$ cat src/rtl/muldiv_hilo_unit.sv
// Iterative multiply/divide unit owning the HI/LO registers.
// One result bit is resolved per CALC cycle; FIX applies sign correction and commits HI/LO.
module muldiv_hilo_unit #(
  parameter int               WIDTH   = 32,
  parameter logic [WIDTH-1:0] DIV0_LO = {WIDTH{1'b1}}
) (
  input  logic             clk_i,
  input  logic             rst_i,
  input  logic             start_i,
  input  logic [2:0]       op_i,
  input  logic [WIDTH-1:0] src0_i,
  input  logic [WIDTH-1:0] src1_i,
  output logic             busy_o,
  output logic             done_o,
  output logic [WIDTH-1:0] hi_o,
  output logic [WIDTH-1:0] lo_o
);

  localparam int CW = $clog2(WIDTH);

  typedef enum logic [1:0] {IDLE, CALC, FIX} state_t;

  state_t             state_reg;
  logic               busy_reg;
  logic               done_reg;
  logic [WIDTH-1:0]   hi_reg;
  logic [WIDTH-1:0]   lo_reg;
  logic               is_div_reg;
  logic               is_signed_reg;
  logic               neg_a_reg;
  logic               neg_b_reg;
  logic               div0_reg;
  logic [WIDTH-1:0]   src0_reg;
  logic [WIDTH-1:0]   opnd_reg;
  logic [2*WIDTH-1:0] acc_reg;
  logic [WIDTH:0]     rem_reg;
  logic [CW-1:0]      count_reg;

  logic [WIDTH:0]     mul_sum;
  logic [2*WIDTH-1:0] mul_next;
  logic [WIDTH:0]     div_shift;
  logic [WIDTH+1:0]   div_diff;
  logic [WIDTH:0]     rem_next;
  logic [WIDTH-1:0]   quo_next;
  logic               neg_res;
  logic [2*WIDTH-1:0] prod_fix;
  logic [WIDTH-1:0]   quo_fix;
  logic [WIDTH-1:0]   rem_fix;

  function automatic logic [WIDTH-1:0] mag(input logic [WIDTH-1:0] x, input logic sgn);
    return (sgn && x[WIDTH-1]) ? ({WIDTH{1'b0}} - x) : x;
  endfunction

  // Mult: multiplier sits in acc[W-1:0] and is shifted out LSB first while the
  // partial product grows into the upper half. Div: dividend sits in acc[W-1:0]
  // and is shifted out MSB first while quotient bits shift in behind it.
  always_comb begin
    mul_sum   = {1'b0, acc_reg[2*WIDTH-1:WIDTH]} + (acc_reg[0] ? {1'b0, opnd_reg} : {(WIDTH+1){1'b0}});
    mul_next  = {mul_sum, acc_reg[WIDTH-1:1]};
    div_shift = {rem_reg[WIDTH-1:0], acc_reg[WIDTH-1]};
    div_diff  = {1'b0, div_shift} - {2'b00, opnd_reg};
    rem_next  = div_shift;
    quo_next  = {acc_reg[WIDTH-2:0], 1'b0};
    if (!div_diff[WIDTH+1]) begin
      rem_next = div_diff[WIDTH:0];
      quo_next = {acc_reg[WIDTH-2:0], 1'b1};
    end
  end

  // Quotient/product sign follows the operand sign mismatch; remainder follows the dividend.
  always_comb begin
    neg_res  = is_signed_reg & (neg_a_reg ^ neg_b_reg);
    prod_fix = neg_res ? ({(2*WIDTH){1'b0}} - acc_reg) : acc_reg;
    quo_fix  = neg_res ? ({WIDTH{1'b0}} - acc_reg[WIDTH-1:0]) : acc_reg[WIDTH-1:0];
    rem_fix  = (is_signed_reg & neg_a_reg) ? ({WIDTH{1'b0}} - rem_reg[WIDTH-1:0])
                                           : rem_reg[WIDTH-1:0];
  end

  always_ff @(posedge clk_i or posedge rst_i) begin
    if (rst_i) begin
      state_reg     <= IDLE;
      busy_reg      <= 1'b0;
      done_reg      <= 1'b0;
      hi_reg        <= '0;
      lo_reg        <= '0;
      is_div_reg    <= 1'b0;
      is_signed_reg <= 1'b0;
      neg_a_reg     <= 1'b0;
      neg_b_reg     <= 1'b0;
      div0_reg      <= 1'b0;
      src0_reg      <= '0;
      opnd_reg      <= '0;
      acc_reg       <= '0;
      rem_reg       <= '0;
      count_reg     <= '0;
    end else begin
      done_reg <= 1'b0;
      case (state_reg)
        IDLE: begin
          if (start_i) begin
            if (!op_i[2]) begin
              is_div_reg    <= op_i[1];
              is_signed_reg <= ~op_i[0];
              neg_a_reg     <= ~op_i[0] & src0_i[WIDTH-1];
              neg_b_reg     <= ~op_i[0] & src1_i[WIDTH-1];
              div0_reg      <= op_i[1] && (src1_i == '0);
              src0_reg      <= src0_i;
              opnd_reg      <= op_i[1] ? mag(src1_i, ~op_i[0]) : mag(src0_i, ~op_i[0]);
              acc_reg       <= {{WIDTH{1'b0}},
                                (op_i[1] ? mag(src0_i, ~op_i[0]) : mag(src1_i, ~op_i[0]))};
              rem_reg       <= '0;
              count_reg     <= '0;
              busy_reg      <= 1'b1;
              state_reg     <= CALC;
            end else if (op_i[1:0] == 2'b00) begin
              hi_reg <= src0_i;
            end else if (op_i[1:0] == 2'b01) begin
              lo_reg <= src0_i;
            end
          end
        end
        CALC: begin
          if (is_div_reg) begin
            acc_reg[WIDTH-1:0] <= quo_next;
            rem_reg            <= rem_next;
          end else begin
            acc_reg <= mul_next;
          end
          count_reg <= count_reg + 1'b1;
          if (count_reg == CW'(WIDTH - 1)) begin
            state_reg <= FIX;
          end
        end
        FIX: begin
          if (is_div_reg) begin
            if (div0_reg) begin
              hi_reg <= src0_reg;
              lo_reg <= DIV0_LO;
            end else begin
              hi_reg <= rem_fix;
              lo_reg <= quo_fix;
            end
          end else begin
            hi_reg <= prod_fix[2*WIDTH-1:WIDTH];
            lo_reg <= prod_fix[WIDTH-1:0];
          end
          done_reg  <= 1'b1;
          busy_reg  <= 1'b0;
          state_reg <= IDLE;
        end
        default: state_reg <= IDLE;
      endcase
    end
  end

  assign busy_o = busy_reg;
  assign done_o = done_reg;
  assign hi_o   = hi_reg;
  assign lo_o   = lo_reg;

endmodule

$ cat config.mk
export PLATFORM = sky130hd
export DESIGN_NAME = muldiv_hilo_unit
export DESIGN_NICKNAME = d
export VERILOG_FILES = /design/src/rtl/muldiv_hilo_unit.sv
export SDC_FILE = /design/constraint.sdc
export NUM_CORES = 1
export LEC_CHECK = 0
export CAP_MARGIN = 20
export CORE_ASPECT_RATIO = 1.2
export CORE_MARGIN = 2
export CORE_UTILIZATION = 45
export DETAILED_ROUTE_END_ITERATION = 10
export GPL_TIMING_DRIVEN = 0
export PLACE_DENSITY = 0.61
export SLEW_MARGIN = 20
export SYNTH_ARGS = -nofsm -noshare
export SYNTH_HDL_FRONTEND = slang
export SYNTH_SLANG_ARGS = --single-unit
$ cat constraint.sdc
create_clock -name clk_i -period 18.39 [get_ports clk_i]
set_input_delay 2.7585 -clock clk_i [delete_from_list [all_inputs] [get_ports clk_i]]
set_output_delay 2.7585 -clock clk_i [all_outputs]
set_load 0.005 [all_outputs]
==> results of run 1 <==
[worst paths after layout]
kind	startpoint	end	cells after the start
min	lo_o[4]	lo_o[4]	2
min reg2reg	lo_o[4]	lo_o[4]	2
max in group asynchronous	rst_i	opnd_reg[4]	4
max reg2reg	acc_reg[0]	hi_o[24]	13
min in group asynchronous	rst_i	lo_o[22]	2
max	src0_i[5]	acc_reg[25]	9
[metrics by stage]
stage / cells / worst slack (ps) / power, mW / hold slack [ps]
3_5_place_dp: 2888 / 11850 / 3.55 / 462
4_1_cts: 2940 / 12460 / 4.22 / 484
3_3_place_gp: 2886 / 5580 / 3.51 / 461
6_report: 2940 / 12340 / 4.26 / 478
2_1_floorplan: 2232 / 9100 / 2.65 / 440
5_1_grt: 2940 / 12150 / 4.53 / 505
[cells in the final DEF, fill, tap and decap left out, types with 16 or more instances in the layout]
| master | instances |
|---|---|
| sky130_fd_sc_hd__inv_1 | 79 |
| sky130_fd_sc_hd__or3_1 | 23 |
| sky130_fd_sc_hd__nor3_1 | 39 |
| sky130_fd_sc_hd__o31ai_1 | 29 |
| sky130_fd_sc_hd__clkbuf_16 | 29 |
| sky130_fd_sc_hd__nor2_1 | 181 |
| sky130_fd_sc_hd__ha_1 | 70 |
| sky130_fd_sc_hd__a21oi_1 | 216 |
| sky130_fd_sc_hd__o22ai_1 | 42 |
| sky130_fd_sc_hd__clkdlybuf4s50_1 | 128 |
| sky130_fd_sc_hd__o21ai_0 | 239 |
| sky130_fd_sc_hd__nand2_1 | 323 |
| sky130_fd_sc_hd__dfrtp_1 | 238 |
| sky130_fd_sc_hd__clkbuf_1 | 127 |
| sky130_fd_sc_hd__xnor2_1 | 110 |
| sky130_fd_sc_hd__mux2i_1 | 66 |
| sky130_fd_sc_hd__a221oi_1 | 17 |
| sky130_fd_sc_hd__a21o_1 | 29 |
| sky130_fd_sc_hd__nand3_1 | 26 |
| sky130_fd_sc_hd__xor2_1 | 83 |
| sky130_fd_sc_hd__a31oi_1 | 19 |
| sky130_fd_sc_hd__nand2b_1 | 16 |
[worst max-delay path, stage by stage]
cell and delay (ps):
sky130_fd_sc_hd__clkdlybuf4s50_1 600, sky130_fd_sc_hd__or4_1 650, sky130_fd_sc_hd__nor4_1 670, sky130_fd_sc_hd__nand2_1 240, sky130_fd_sc_hd__nor3_1 540, sky130_fd_sc_hd__a21oi_1 160
sky130_fd_sc_hd__xnor2_1 380, sky130_fd_sc_hd__a21oi_1 160, sky130_fd_sc_hd__a221o_1 360
[cell families (layout without fill, tap and decap cells)]
kind of cell | count (synthesis) | count (layout) | synth area share
flip-flops | 238 | 238 | 0.337
buffers and inverters | 226 | 408 | 0.0489
adder cells (fa/ha/maj) | 72 | 72 | 0.0518
XOR/XNOR | 193 | 193 | 0.0956
multiplexers | 75 | 75 | 0.0431
AND/OR/NAND/NOR | 712 | 712 | 0.181
AO/OA/AOI/OAI | 716 | 716 | 0.243
[cells in the mapped netlist (29+ instances only)]
library cell,count,area share
sky130_fd_sc_hd__a21o_1,29,0.012
sky130_fd_sc_hd__a21oi_1,216,0.061
sky130_fd_sc_hd__clkbuf_1,126,0.027
sky130_fd_sc_hd__dfrtp_1,238,0.34
sky130_fd_sc_hd__ha_1,70,0.050
sky130_fd_sc_hd__inv_1,80,0.017
sky130_fd_sc_hd__mux2i_1,66,0.037
sky130_fd_sc_hd__nand2_1,323,0.069
sky130_fd_sc_hd__nor2_1,181,0.038
sky130_fd_sc_hd__nor3_1,39,0.011
sky130_fd_sc_hd__o21ai_0,239,0.068
sky130_fd_sc_hd__o22ai_1,42,0.015
sky130_fd_sc_hd__o31ai_1,29,0.012
sky130_fd_sc_hd__xnor2_1,110,0.054
sky130_fd_sc_hd__xor2_1,83,0.041
[layer usage]
metal  part of all wire  vias up  global-route usage
met1               0.39     8681               0.449
met2               0.46      844               0.594
met3              0.071      223              0.0497
li1                   -     8257                   -
met4              0.082        0               0.258
met5                  0        -                   0
[area by class of cell]
type | count | area (um2)
plain buffers | 146 | 564
clock buffers | 36 | 812
clock inverters | 16 | 258
fillers | 3814 | 18000
inverters | 80 | 308
multi-input cells | 1768 | 10900
flip-flops and latches | 238 | 5960
well taps | 526 | 658
repair buffers | 130 | 1340
[power groups by stage]
stage / combinational, mW / sequential (mW) / clock (mW)
2_1_floorplan: 1.70 / 0.949 / 0
3_3_place_gp: 2.46 / 1.05 / 0
5_1_grt: 2.77 / 1.08 / 0.678
4_1_cts: 2.51 / 1.05 / 0.660
3_5_place_dp: 2.50 / 1.06 / 0
6_report: 2.54 / 1.06 / 0.654
==> summary.txt, run 1 <==
Global routing
  • First-pass GRT wire length: 111 mm
  • GRT Util Overall: 0.367
  • Number of antenna violations at the first check in global routing: 1
  • Sum of overflow across all layers after global routing: 0
  • Via count of the first global-routing pass: 17,400
  • Maximum number of pins on one net before global-route repair: 96

Routing
  • Vias per cell: 6.12
  • Detailed Route WL: 76.1 mm
  • Number of nets with antenna violations after routing: 0
  • Vias after detailed routing: 18,000
  • Detail-routed net length per standard cell: 25.9 um
  • Number of detailed-route iterations in the first pass: 6
  • Initial detailed-routing violation count: 1,506
  • DRC violations left: 0

Timing
  • Post-route clock skew: 20.1 ps
  • Worst max-slew margin expressed relative to the limit: 0.340
  • Max frequency: 0.165 GHz
  • Finish-stage setup viols: 0
  • Setup repair after global routing missed its margin: false
  • Period utilization: 0.329
  • Worst-Margin Slew: 991 ps
  • Hold Vio Cnt, Final: 0
  • Total negative slack: 0 ps
  • Final-report max-slew violation count: 0
  • Minimum period implied by the final worst setup slack: 6050 ps

Clocking
  • Clock tree from TritonCTS: built
  • Clock insertion delay at the later pin of the skew report: 600 ps
  • Total setup buffers inserted after CTS: 0
  • Cell chosen for the clock root: sky130_fd_sc_hd__clkbuf_16
  • Register clock-pin slew on the reported worst setup and hold paths: 60 ps
  • Maximum level of the CTS H-tree: 1
  • TritonCTS sink count: 238
  • Hold Buf Count CTS: 0
  • Buffers from clock root to sink, at most: 3
  • Number of gates resized after CTS: 0
  • Number of buffers inserted during clock tree synthesis: 29

Synthesis
  • Main synth FF type: sky130_fd_sc_hd__dfrtp_1
  • Synth async-reset ratio: 1.00
  • Gate Count Post-Synth: 2,232
  • Number of nets produced by synthesis: 2,374
  • Flop and latch count out of synthesis: 238
  • Count of flip-flops with a built-in enable after synthesis: 0
  • Number of distinct library cells after synthesis: 75
  • Post-synthesis sequential area ratio: 0.337
  • Yosys warns: 0
  • Mean instance size in the synthesized netlist: 7.92 um2
  • Total standard cell area after synthesis: 0.0177 mm2

Placed design
  • GPL Wtd Cong: 0.995
  • DP Area: 0.0197 mm2
  • Detailed placement HPWL: 60.0 mm
  • Count of input and output buffers: 128

Floorplan
  • Core area: 0.0387 mm2
  • Die area: 0.0409 mm2
  • Top-Level Pins: 136
  • Die X-Extent: 185 um
  • # rows: 79
  • Initial standard-cell utilization of the core: 0.457
  • Die boundary height: 221 um

Power and ir drop
  • Combinational fraction of design power: 0.597
  • Largest vdd supply drop: 127 uV
  • Clock group share of total power: 0.154
  • Power density over the cells: 205 mW/mm2
  • Net switching power figure: 2.09 mW
  • Sequential share of power: 0.250
  • Pleak: 8.84 nW
  • Net switching share of the total power: 0.490
  • Internal power contribution: 2.17 mW

Critical path
  • Signal arrival time at the worst endpoint: 6530 ps
  • Kind of critical path: input pin to flip-flop
  • Top fanout value on the critical path: 6
  • Kind of start point of the critical path: input pin
  • CP endpoint kind: flip-flop
  • R2R setup slack: 14,030 ps
  • Required time at the endpoint of the critical path: 18,870 ps

Layout
  • Layout cells sized above 1: 0.0369
  • Number of flip-flops in the largest register: 64
  • Number of nets in the finished design: 2,535
  • Final standard cell utilization of the core: 0.536
  • Area Growth Syn to Fin: 17.4%
  • Count of antenna diodes in the layout: 0
  • Final non-filler cell area: 0.0208 mm2

Min path
  • Type of the worst min-delay path: flip-flop to flip-flop

Outcome
  • Outcome: complete, no violations

Job
  • Max-Cap Viols: 0
(Power assumes the default switching activity.)
==> inputs of run 2 (changes only) <==
==> constraint.sdc (replaced) <==
create_clock -name clk_i -period 5.85 [get_ports clk_i]
set_input_delay 0.8775 -clock clk_i [delete_from_list [all_inputs] [get_ports clk_i]]
set_output_delay 0.8775 -clock clk_i [all_outputs]
set_load 0.005 [all_outputs]
==> summary.txt, run 2 (synthesis results as in run 1) <==
Placed design
  • Post-Place Setup Slack: 1210 ps (-10,640 ps)
  • GPL Wtd Cong: 0.970 (-2.6%)
  • Detailed placement HPWL: 60.5 mm (+0.81%)
  • DP Area: 0.0198 mm2 (+0.73%)
  • Count of input and output buffers: 128 (unchanged)

Global routing
  • GRT Util Overall: 0.366 (-0.000901)
  • Number of antenna violations at the first check in global routing: 0 (-1)
  • First-pass GRT wire length: 111 mm (about the same)
  • Maximum number of pins on one net before global-route repair: 32 (-67%)
  • Sum of overflow across all layers after global routing: 0 (unchanged)
  • Via count of the first global-routing pass: 17,300 (-0.43%)

Min path
  • Type of the worst min-delay path: flip-flop to flip-flop
  • Hold_sp: lo_o[15]
  • Hold path endpoint: lo_o[15]
  • Cell count of the worst hold path: 2 (unchanged)

Layout
  • Number of flip-flops in the largest register: 64 (unchanged)
  • Count of fill cells added during filler insertion: 3,794 (-0.52%)
  • Most used cells in the layout excluding fill and tap cells: 323 x sky130_fd_sc_hd__nand2_1, 239 x sky130_fd_sc_hd__o21ai_0, 238 x sky130_fd_sc_hd__dfrtp_1, 216 x sky130_fd_sc_hd__a21oi_1, 181 x sky130_fd_sc_hd__nor2_1
  • Count of antenna diodes in the layout: 0 (unchanged)
  • Final non-filler cell area: 0.0208 mm2 (+0.14%)
  • Layout cells sized above 1: 0.0384 (+0.00155)
  • Most common cell after layout, fill and taps aside: sky130_fd_sc_hd__nand2_1
  • Area taken by multi-input logic gates: 0.0109 mm2 (unchanged)
  • Register Area: 0.00596 mm2 (unchanged)
  • Area Growth Syn to Fin: 17.5%
  • Number of nets in the finished design: 2,541 (+0.24%)

Critical path
  • R2R setup slack: 1480 ps (-12,550 ps)
  • CP endpoint kind: flip-flop
  • Signal arrival time at the worst endpoint: 4820 ps (-1710 ps)
  • Kind of critical path: flip-flop to flip-flop
  • Number of cells on the worst reg-to-reg path: 13 (unchanged)
  • Startpoint of the lowest-slack register-to-register path: acc_reg[0]
  • Required time at the endpoint of the critical path: 6300 ps (-12,570 ps)
  • Top fanout value on the critical path: 10 (+4)
  • Kind of start point of the critical path: flip-flop
  • Capturing point of the worst reg2reg path: hi_o[24]

Routing
  • Detailed Route WL: 75.6 mm (-0.59%)
  • Number of nets with antenna violations after routing: 0 (unchanged)
  • Initial detailed-routing violation count: 1,591 (+5.6%)
  • Vias after detailed routing: 18,000 (+0.13%)
  • Detail-routed net length per standard cell: 25.7 um (-0.82%)
  • Vias per cell: 6.12 (-0.10%)
  • Number of detailed-route iterations in the first pass: 6 (unchanged)
  • DRC violations left: 0 (unchanged)

Clocking
  • Clock insertion delay at the later pin of the skew report: 570 ps (-30 ps)
  • TritonCTS sink count: 238 (unchanged)
  • Total setup buffers inserted after CTS: 0 (unchanged)
  • Number of buffers inserted during clock tree synthesis: 28 (-3.4%)
  • Clock tree from TritonCTS: built
  • Buffers from clock root to sink, at most: 3 (unchanged)
  • Hold Buf Count CTS: 0 (unchanged)
  • Cell chosen for the clock root: sky130_fd_sc_hd__clkbuf_16
  • Maximum level of the CTS H-tree: 1 (unchanged)
  • Register clock-pin slew on the reported worst setup and hold paths: 60 ps (about the same)
  • Number of gates resized after CTS: 0 (unchanged)

Timing
  • Hold Vio Cnt, Final: 0 (unchanged)
  • Final worst slack: 1480 ps (-10,860 ps)
  • Final-report max-slew violation count: 0 (unchanged)
  • Period utilization: 0.747
  • Worst-Margin Slew: 994 ps (+3.62 ps)
  • Worst max-slew margin expressed relative to the limit: 0.337 (-0.00241)
  • Minimum period implied by the final worst setup slack: 4370 ps
  • Max frequency: 0.229 GHz
  • Post-route clock skew: 12.4 ps (-7.68 ps)
  • Setup repair after global routing missed its margin: false
  • Finish-stage setup viols: 0 (unchanged)

Job
  • Max-Cap Viols: 0 (unchanged)

Power and ir drop
  • Power density over the cells: 634 mW/mm2 (+210%)
  • Pleak: 8.86 nW (+0.22%)
  • Net switching share of the total power: 0.494 (+0.00426)
  • Net switching power figure: 6.51 mW (+210%)
  • Clock group share of total power: 0.140 (-0.014)
  • Combinational fraction of design power: 0.607 (+0.010)
  • Internal power contribution: 6.66 mW (+210%)
  • Sequential share of power: 0.253 (+0.003)
  • Largest vdd supply drop: 397 uV (+210%)

Floorplan
  • Die area: 0.0409 mm2 (unchanged)
  • Initial standard-cell utilization of the core: 0.457 (unchanged)
  • Core area: 0.0387 mm2 (unchanged)
  • Top-Level Pins: 136 (unchanged)
  • # rows: 79 (unchanged)
  • Die boundary height: 221 um (unchanged)
  • Die X-Extent: 185 um (unchanged)

Outcome
  • Outcome: complete, no violations
==> run 2: cell types whose count changed in the layout (fill, tap and decap cells not counted) <==
cell | before | now
sky130_fd_sc_hd__clkbuf_8 | 6 | 7
sky130_fd_sc_hd__clkinvlp_4 | 5 | 4
sky130_fd_sc_hd__clkbuf_1 | 127 | 130
sky130_fd_sc_hd__buf_16 | 2 | 3
sky130_fd_sc_hd__buf_12 | 0 | 6
sky130_fd_sc_hd__clkinv_2 | 4 | 7
sky130_fd_sc_hd__inv_16 | 1 | 0
sky130_fd_sc_hd__inv_8 | 1 | 0
sky130_fd_sc_hd__bufinv_16 | 6 | 2
==> run 2: metal layers <==
layer / share of wire / GRT usage / vias to the layer above
met4: 0.073 / 0.227 / 0
li1: - / - / 8266
met5: 0 / 0 / -
met2: 0.47 / 0.604 / 861
met1: 0.38 / 0.454 / 8691
met3: 0.073 / 0.0436 / 211
==> run 2: worst max path at each step <==
stage / startpoint / end / slack, ps
after global placement: rst_i / rem_reg[10] / -160
after floorplan: rst_i / acc_reg[0] / 1850
after CTS: acc_reg[0] / hi_o[24] / 1580
final: acc_reg[0] / hi_o[24] / 1480
after detailed placement: src0_i[4] / acc_reg[25] / 1210
after global routing: acc_reg[0] / acc_reg[63] / 1240
==> run 2: area by class of cell <==
cell class / instances / area share
Buffer: 146 / 0.0271
Clock buffer: 40 / 0.0403
Clock inverter: 12 / 0.00566
Inverter: 80 / 0.0146
Multi-Input combinational cell: 1768 / 0.523
Sequential cell: 238 / 0.286
Tap cell: 526 / 0.0317
Timing Repair Buffer: 137 / 0.0714
==> run 2: power by group through the flow <==
stage	clock network [mW]	registers, mW	logic, mW
6_report	1.84	3.34	8.00
5_1_grt	1.92	3.40	8.72
4_1_cts	1.85	3.30	7.89
3_5_place_dp	0	3.32	7.85
3_3_place_gp	0	3.31	7.70
2_1_floorplan	0	2.98	5.36
==> run 2: stage by stage <==
| stage | utilization | setup TNS, ps | cells | hold slack, ps | power, mW |
|---|---|---|---|---|---|
| 2_1_floorplan | - | 0 | 2232 | 440 | 8.34 |
| 3_3_place_gp | 0.507 | -31540 | 2886 | 460 | 11.0 |
| 3_5_place_dp | 0.512 | 0 | 2895 | 463 | 11.2 |
| 4_1_cts | 0.537 | 0 | 2947 | 481 | 13.0 |
| 5_1_grt | 0.537 | 0 | 2947 | 494 | 14.0 |
| 6_report | 0.537 | 0 | 2947 | 475 | 13.2 |
==> run 2: critical path, cell delays in order, from the launching register on <==
cell and delay (ps):
sky130_fd_sc_hd__dfrtp_1 360, sky130_fd_sc_hd__clkbuf_1 260, sky130_fd_sc_hd__inv_1 230, sky130_fd_sc_hd__clkbuf_1 500, sky130_fd_sc_hd__ha_1 360, sky130_fd_sc_hd__and4_1 360
sky130_fd_sc_hd__and4_1 220, sky130_fd_sc_hd__clkbuf_1 470, sky130_fd_sc_hd__and2_1 260, sky130_fd_sc_hd__nand2_1 180, sky130_fd_sc_hd__o41ai_1 340, sky130_fd_sc_hd__xor2_1 380
sky130_fd_sc_hd__o2111a_1 270, sky130_fd_sc_hd__a21oi_1 50
